`src/rtl/fifo_rr_scheduler.sv`:
```
// Round-robin mover from four input FIFOs to four output FIFOs, routing each
// word by its destination field and holding it while the target FIFO pauses.
module fifo_rr_scheduler #(
    parameter int DATA_WIDTH = 6,
    parameter int READ_LAT   = 2,
    parameter int DEST_LSB   = 4
) (
    input  logic                      clk,
    input  logic                      reset,
    input  logic                      enable,
    input  logic [3:0]                in_empty,
    input  logic [4*DATA_WIDTH-1:0]   in_data,
    output logic [3:0]                in_pop,
    input  logic [3:0]                out_pause,
    output logic [3:0]                out_push,
    output logic [DATA_WIDTH-1:0]     out_data,
    output logic [1:0]                grant,
    output logic                      busy,
    output logic [7:0]                word_count
);

    localparam int CNT_W = 3;

    localparam logic [1:0] S_IDLE     = 2'd0;
    localparam logic [1:0] S_POP      = 2'd1;
    localparam logic [1:0] S_WAIT     = 2'd2;
    localparam logic [1:0] S_DISPATCH = 2'd3;

    logic [1:0]            r_state;
    logic [1:0]            r_grant;
    logic [1:0]            r_last_grant;
    logic [3:0]            r_in_pop;
    logic                  r_busy;
    logic [CNT_W-1:0]      r_wait_cnt;
    logic [DATA_WIDTH-1:0] r_data;
    logic [7:0]            r_word_count;

    logic [1:0]            w_state_next;
    logic [DATA_WIDTH-1:0] w_word [4];
    logic [1:0]            w_cand_idx [4];
    logic [3:0]            w_cand_ok;
    logic [1:0]            w_pick;
    logic                  w_pick_valid;
    logic                  w_start;
    logic [1:0]            w_dest;
    logic [3:0]            w_push_vec;
    logic                  w_push_fire;

    assign w_dest = r_data[DEST_LSB+1:DEST_LSB];

    // Candidate gi is the input gi+1 positions after the last served one.
    generate
        for (genvar gi = 0; gi < 4; gi++) begin : g_lane
            assign w_word[gi]     = in_data[gi*DATA_WIDTH +: DATA_WIDTH];
            assign w_cand_idx[gi] = r_last_grant + 2'(gi + 1);
            assign w_cand_ok[gi]  = ~in_empty[w_cand_idx[gi]];
            assign w_push_vec[gi] = (r_state == S_DISPATCH) && (w_dest == 2'(gi))
                                    && ~out_pause[gi];
        end
    endgenerate

    always_comb begin
        w_pick       = r_last_grant;
        w_pick_valid = 1'b0;
        for (int k = 3; k >= 0; k--) begin
            if (w_cand_ok[k]) begin
                w_pick       = w_cand_idx[k];
                w_pick_valid = 1'b1;
            end
        end
    end

    assign w_start     = (r_state == S_IDLE) && enable && w_pick_valid;
    assign w_push_fire = |w_push_vec;

    always_comb begin
        w_state_next = r_state;
        case (r_state)
            S_IDLE:     if (w_start) w_state_next = S_POP;
            S_POP:      w_state_next = S_WAIT;
            S_WAIT:     if (r_wait_cnt == '0) w_state_next = S_DISPATCH;
            S_DISPATCH: if (w_push_fire) w_state_next = S_IDLE;
            default:    w_state_next = S_IDLE;
        endcase
    end

    always_ff @(posedge clk or posedge reset) begin
        if (reset) begin
            r_state      <= S_IDLE;
            r_grant      <= 2'd0;
            r_last_grant <= 2'd3;
            r_in_pop     <= 4'd0;
            r_busy       <= 1'b0;
            r_wait_cnt   <= '0;
            r_data       <= '0;
            r_word_count <= 8'd0;
        end else begin
            r_state  <= w_state_next;
            r_busy   <= (w_state_next != S_IDLE);
            r_in_pop <= 4'd0;
            case (r_state)
                S_IDLE: begin
                    if (w_start) begin
                        r_grant  <= w_pick;
                        r_in_pop <= 4'b0001 << w_pick;
                    end
                end
                S_POP: begin
                    r_wait_cnt <= CNT_W'(READ_LAT - 1);
                end
                S_WAIT: begin
                    // Counter reaches zero in the cycle the FIFO word is valid.
                    if (r_wait_cnt == '0) begin
                        r_data <= w_word[r_grant];
                    end else begin
                        r_wait_cnt <= r_wait_cnt - 1'b1;
                    end
                end
                S_DISPATCH: begin
                    if (w_push_fire) begin
                        r_word_count <= r_word_count + 8'd1;
                        r_last_grant <= r_grant;
                    end
                end
                default: ;
            endcase
        end
    end

    assign in_pop     = r_in_pop;
    assign out_push   = w_push_vec;
    assign out_data   = r_data;
    assign grant      = r_grant;
    assign busy       = r_busy;
    assign word_count = r_word_count;

endmodule
```
`config.mk`:
```
export PLATFORM = sky130hd
export DESIGN_NAME = fifo_rr_scheduler
export DESIGN_NICKNAME = d
export VERILOG_FILES = /design/src/rtl/fifo_rr_scheduler.sv
export SDC_FILE = /design/constraint.sdc
export NUM_CORES = 1
export LEC_CHECK = 0
export ABC_AREA = 1
export CAP_MARGIN = 20
export CORE_MARGIN = 1
export CORE_UTILIZATION = 42
export DETAILED_ROUTE_END_ITERATION = 6
export PLACE_DENSITY = 0.75
export SETUP_SLACK_MARGIN = 0.02
export SYNTH_ARGS = -nofsm -noshare
export SYNTH_HDL_FRONTEND = slang
export SYNTH_SLANG_ARGS = --single-unit
```
`constraint.sdc`:
```
create_clock -name clk -period 4.1 [get_ports clk]
set_input_delay 0.82 -clock clk [delete_from_list [all_inputs] [get_ports clk]]
set_output_delay 0.82 -clock clk [all_outputs]
set_load 0.05 [all_outputs]
```
## Word level (Yosys, flattened, before mapping)

Index checks and enable logic that the tools add are counted.

- Output and inout port bits: 25
- Register bits after elaboration: 28
- Logic and storage cells: 77

- Reduce and logical (&&, ||, !) cells: 20
- Mux-type cells: 26
- Equality and inequality tests: 7
- Shifts and indexed selects: 1
- Add/subtract/negate cells: 5
- Magnitude comparators: 5
- Bitwise operators: 5

Operators by type and width:

| kind | count |
|---|---|
| 6-bit binary-select mux with 2-bit select | 1 |
| 2-bit by 3-bit less-than comparator with 1-bit output, second input constant | 4 |
| 2-bit two-way mux | 6 |
| 6-bit two-way mux | 2 |
| 1-bit logical AND | 10 |
| 8-bit by 1-bit adder with 8-bit output, second input constant | 1 |
| 1-bit binary-select mux with 2-bit select | 4 |
| 2-bit == test, second input constant | 4 |
| 1-bit two-way mux | 8 |
| 4-bit two-way mux | 2 |
| 2-bit case mux with 4 select lines | 1 |
| 2-bit AND reduction | 4 |
| 3-bit case mux with 2 select lines | 1 |
| 2-bit adder, second input constant | 2 |
| 2-bit by 1-bit == test with 1-bit output, second input constant | 2 |
| 2-bit logical NOT | 2 |
| 1-bit inverter | 4 |
| 2-bit nonzero test | 2 |
| 4-bit OR reduction | 1 |
| 1-bit by 2-bit left shift with 4-bit output, first input constant | 1 |
| 3-bit >= comparator, second input constant | 1 |
| 3-bit logical NOT | 1 |
| 3-bit two-way mux | 1 |
| 2-bit inverter with 3-bit output | 1 |
| other kinds (3) | 3 |

## Longest topological paths before layout

Gate-level depths: netlist (run 1).

- Depth in word-level cells: 10
- Gate-level depth with buffers: 13
- Gate-level depth less buffers: 11

## Worst setup path after synthesis (run 1)

No wires, ideal clock.

- Kind: input to output
- From: in out_pause[3]
- To: out out_push[3]
- Cell stages on the path: 1
- Setup slack: 1,454 ps
- Path buffers: 0
- Arrival time: 1,826 ps
- Required time: 3,280 ps
- Cells stage by stage: nor4_2

- Cells in the longest elaborated chain, start to end: 2

Ends and longest elaborated chain:

| what | line | text |
|---|---|---|
| start, declared | 14 | `input logic [3:0] out_pause,` |
| 1-bit inverter | 58 | `&& ~out_pause[gi];` |
| 1-bit logical AND | 58 |  |
| end, declared | 15 | `output logic [3:0] out_push,` |

Every way passes these cells.

## Final worst setup path (run 1)

Same ends and word-level chain as after synthesis.

==> flow_summary.ini, run 1 <==
[yosys]
synth_area_um2 = 1670
synth_warnings = 0
syn_inst = 221
synth_largest_area_cell = dfrtp_1
syn_avg_cell_area_um2 = 7.56
synth.most_common_cell = nand2_1
ys.flop_type = dfrtp_1
synth_fp_nets = 259
synth_commonest_cells = 54 x nand2_1, 33 x nor2_1, 26 x dfrtp_1
synth_edf_count = 0
ys_seq_area_share_pct = 42.1
yosysUniqueCellTypes = 28
ys_ff_latch = 28
netlist_top_cells_area = dfrtp_1 39%, nand2_1 12%, nor2_1 7.4%, o21ai_1 4.5%, o21ai_0 3.3%
synth_top_area_share_pct = 39.0
synthArstFlopShare_pct = 100

[setup_path]
end_kind = output pin
cp-start-kind = input pin
cp.required_ps = 3280
crit_type = input pin to output pin
cp_data_arrival_time_ps = 2400
path_max_fanout = 2

[clock_network]
cts-root-buf = clkbuf_8
cts_tree = done
cts_hold_buf = 0
clk_pin_slew_ps = 100
cts_num_sinks = 28
clk_latency_ps = 280
htreeDepth = 1
postCtsSetupRepairBufs = 0
clockBufferDepth = 2
cts_buffers = 3
cts_resized = 0

[timing]
setup_viol = 0
rsz0062_at_grt = false
slew_viol_final = 0
slew_headroom_pct = 46.1
fin_crit_sh_pct = 78.5
hold_viol_final = 0
max_freq_mhz = 311
fin_crit_ps = 3220
tns_ps = 0
worst_pin_slew_ps = 806
skew_ps = 6.27

[routing]
drc = 0
drt_iter0_drc = 83
totalWireLength_um = 3750
ant_nets = 0
via_per_inst = 4.88
wl_per_cell_um = 11.5
first_pass_iters = 4
vias = 1591

[final_layout]
drive_gt1_share_pct = 11.9
syn2layout_area_growth_pct = 41.6
antenna_cells = 0
num-nets-final = 317

[die]
dieArea_um2 = 4230
core.rowCount = 22
ioPinCount = 60
die_w_um = 65.1
initial_core_util_pct = 44.6
coreArea_um2 = 3740
fp.dieH_um = 65.1

[global_routing]
grt_pass1_vias = 1464
antenna_found_initial = 0
grt_start_max_net_pins = 29
overflow = 0
grt_first_pass_wirelength_um = 6280
gr-usage-all-layers_pct = 19.3

[place]
place.gp.congestion = 0.761
port_buffers = 59
dp_hpwl_um = 2830

[pwr]
power.density_nw_per_um2 = 796
vdd_ir_drop_max_v = 0.000384
leakage_nw = 1.04
fin_total_pwr_mw = 1.88

[outcome]
outcome = complete, no violations

[job]
maxCapViolCount = 0

[hold_path]
hp-class = flip-flop to flip-flop
-- critical path, stage by stage --
cell             delay (ps)
clkdlybuf4s50_1         410
nor4_2                  310
clkdlybuf4s50_1         860
-- report_power, final --
part | internal [mW] | switching (mW)
registers | 0.398 | 0.131
logic | 0.394 | 0.743
clock network | 0.131 | 0.0859
total | 0.923 | 0.960
-- flip-flops by register name (all words and copies together) (netlist names) --
signal and flops:
word_count 8, r_state 2, r_wait_cnt 3, in_pop 4, out_data 6, r_last_grant 2
grant 2, busy 1
-- final cells by class --
| cell class | instances | area, µm² |
|---|---|---|
| multi-input cells | 162 | 823 |
| flip-flops and latches | 28 | 703 |
| repair buffers | 60 | 618 |
| inverters | 24 | 90.1 |
| clock inverters | 1 | 30.0 |
| fillers | 352 | 1380 |
| clock buffers | 3 | 41.3 |
| well taps | 48 | 60.1 |
-- worst paths after layout --
check	start	endpoint	slack, ps	cells past startpoint
worst min-delay path	out_data[2]	out_data[2]	550	2
max in group asynchronous	reset	r_last_grant[1]	2610	3
min in group asynchronous	reset	word_count[6]	920	2
worst max-delay path	out_pause[3]	out_push[3]	880	3
worst min register to register	out_data[2]	out_data[2]	550	2
worst max register to register	r_wait_cnt[0]	out_data[3]	2390	6
-- through the flow --
| stage | utilization, % | instance area, µm² | hold slack (ps) | cells | setup WS [ps] |
|---|---|---|---|---|---|
| finish | 63.2 | 2370 | 555 | 326 | 882 |
| global route | 63.2 | 2370 | 583 | 326 | 819 |
| CTS | 62.5 | 2340 | 558 | 325 | 875 |
| detailed placement | 60.6 | 2270 | 542 | 321 | 873 |
| global placement | 60.6 | 2270 | 519 | 321 | 896 |
| floorplan | - | 1670 | 507 | 221 | 1450 |
-- placed cells by master, fill, tap and decap left out --
cell,instances
clkdlybuf4s50_1,59
nand2_1,54
nor2_1,33
dfrtp_1,26
o21ai_1,15
inv_1,13
inv_2,11
o21ai_0,11
nand3_1,10
nand2_2,7
nor4_2,4
xor2_1,4
a31oi_1,4
o22ai_1,4
nand4_1,3
ha_1,3
clkbuf_8,3
a21oi_1,2
nand3b_1,2
dfstp_2,2
a41oi_1,1
nor2_2,1
nand3_2,1
xnor2_1,1
or2_2,1
xor2_2,1
bufinv_16,1
buf_16,1
-- kinds of logic (layout without fill, tap and decap cells) --
family                     Yosys count  in the layout  share of synthesized area [%]
xor gates and xnor gates             6              6                           3.60
buffers and inverters               31             88                           8.61
and+or+nand+nor                    116            116                           31.5
adders and majority gates            3              3                           2.25
AOI/OAI and AO/OA                   37             37                           11.9
DFF                                 28             28                           42.1
-- layer usage --
layer  GRT usage, %  vias up  share of wire, %
li1               -      831                 -
met3           5.11        2               5.2
met5              0        -                 0
met4           5.71        0              0.80
met1           24.8      712                46
met2           31.8       46                48
Note: power is estimated with default switching activity, not from simulation.
==> run 2: changes to the inputs <==
==> constraint.sdc (replaced) <==
create_clock -name clk -period 2.97 [get_ports clk]
set_input_delay 0.594 -clock clk [delete_from_list [all_inputs] [get_ports clk]]
set_output_delay 0.594 -clock clk [all_outputs]
set_load 0.05 [all_outputs]
==> run 2 against run 1 <==
Net effect:
- power rose by 39%
- critical path type is now flip-flop to output pin
- critical path depth fell by 2
- die area did not move
- largest cell class unchanged
- via count rose by 2.0%
- sequential power rose by 34%
- setup slack got worse by 200 ps
- combinational power rose by 41%
==> flow_summary.ini, run 2 (synthesis gave the netlist of run 1 again) <==
[pwr]
leakage_nw = 1.05
combPwrFrac_pct = 61.3
p_sw_mw = 1.34
vdd_ir_drop_max_v = 0.000519
p_int_mw = 1.28
p_clk_share_pct = 11.6
swShare_pct = 51.3
power.density_nw_per_um2 = 1120
seqPwrFrac_pct = 27.1

[clock_network]
htreeDepth = 1
cts_resized = 0
clockBufferDepth = 2
cts_hold_buf = 0
cts_num_sinks = 28
postCtsSetupRepairBufs = 0
clk_pin_slew_ps = 100
cts_buffers = 3
cts-root-buf = clkbuf_8
cts_tree = done
clk_latency_ps = 280

[die]
ioPinCount = 60
die_w_um = 65.1
core.rowCount = 22
fp.dieH_um = 65.1
initial_core_util_pct = 44.6
dieArea_um2 = 4230
coreArea_um2 = 3740

[global_routing]
grt_first_pass_wirelength_um = 6620
gr-usage-all-layers_pct = 20.2
grt_pass1_vias = 1554
grt_start_max_net_pins = 22
overflow = 0
antenna_found_initial = 0

[final_layout]
largest_register_ffs = 8
layout_common_cells = 55 x clkdlybuf4s50_1, 54 x nand2_1, 33 x nor2_1
syn2layout_area_growth_pct = 40.3
num-nets-final = 318
layout_commonest_cell = clkdlybuf4s50_1
drive_gt1_share_pct = 13.6
antenna_cells = 0
fillerInstances = 363

[hold_path]
hp-class = flip-flop to flip-flop

[place]
dp_hpwl_um = 2980
place.gp.congestion = 0.773
place_ws_ps = 792
port_buffers = 59

[setup_path]
path_max_fanout = 9
end_kind = output pin
cp.required_ps = 2380
path_buf_inv = 1
cp_data_arrival_time_ps = 1690
path_delay_family = buffers and inverters
critPathMaxStageDelay_ps = 870
r2r_setup_slack_ps = 1250
cp-start-kind = flip-flop
crit_slowest_cell = clkdlybuf4s50_1
crit_type = flip-flop to output pin
path_cells = clkdlybuf4s50_1

[timing]
worst_pin_slew_ps = 824
slew_viol_final = 0
finalWorstSetupSlack_ps = 685
tns_ps = 0
slew_headroom_pct = 44.9
hold_viol_final = 0
fin_crit_ps = 2290
max_freq_mhz = 438
setup_viol = 0
rsz0062_at_grt = false
skew_ps = 5.75
fin_crit_sh_pct = 76.9

[routing]
via_per_inst = 4.96
wl_per_cell_um = 11.9
vias = 1623
totalWireLength_um = 3890
drc = 0
first_pass_iters = 4
drt_iter0_drc = 80
ant_nets = 0

[outcome]
outcome = complete, no violations

[job]
maxCapViolCount = 0
-- run 2: cell count changes in the layout (fill, tap and decap cells not counted), sizes merged --
cell and change:
clkdlybuf4s50 -4, buf +5
-- run 2: final timing paths --
kind                               start              end  cells past startpoint
max                             grant[1]         grant[1]                      1
min                        r_wait_cnt[1]    r_wait_cnt[1]                      2
max reg2reg                r_wait_cnt[0]      out_data[3]                      6
min reg2reg                r_wait_cnt[1]    r_wait_cnt[1]                      2
max in group asynchronous          reset  r_last_grant[0]                      3
min in group asynchronous          reset    word_count[4]                      2
-- run 2: final cells by class --
type / count / area [µm²] / area share, %
tap: 48 / 60.1 / 2.56
inverter: 24 / 90.1 / 3.84
clock buffer: 3 / 41.3 / 1.76
clock inverter: 1 / 30.0 / 1.28
timing repair buffer: 61 / 596 / 25.4
multi-input combinational: 162 / 823 / 35.1
sequential: 28 / 703 / 30.0
-- run 2: power groups by stage --
stage               Sequential [mW]  Combinational (mW)  Clock [mW]
finish                        0.711                1.61       0.304
global route                  0.734                1.77       0.328
CTS                           0.713                1.62       0.314
detailed placement            0.721                1.61           0
global placement              0.715                1.58           0
floorplan                      1.07               0.841           0
-- run 2: metrics by stage --
stage                     util [%]  total power [mW]  hold slack [ps]  instance area [µm²]  cells
final                         62.6              2.62              554                 2340    327
after global routing          62.6              2.83              588                 2340    327
after CTS                     62.6              2.65              555                 2340    327
after detailed placement      60.7              2.33              532                 2270    323
after global placement        60.7              2.30              521                 2270    323
after floorplan                  -              1.91              507                 1670    221
-- run 2: layer usage --
layer	wire length, µm	part of all wire [%]	vias to the layer above	track usage [%]
li1	-	-	829	-
met1	1740	45	736	25.1
met2	1850	47	52	33.6
met3	247	6.4	6	6.51
met4	56	1.4	0	5.43
met5	0	0	-	0
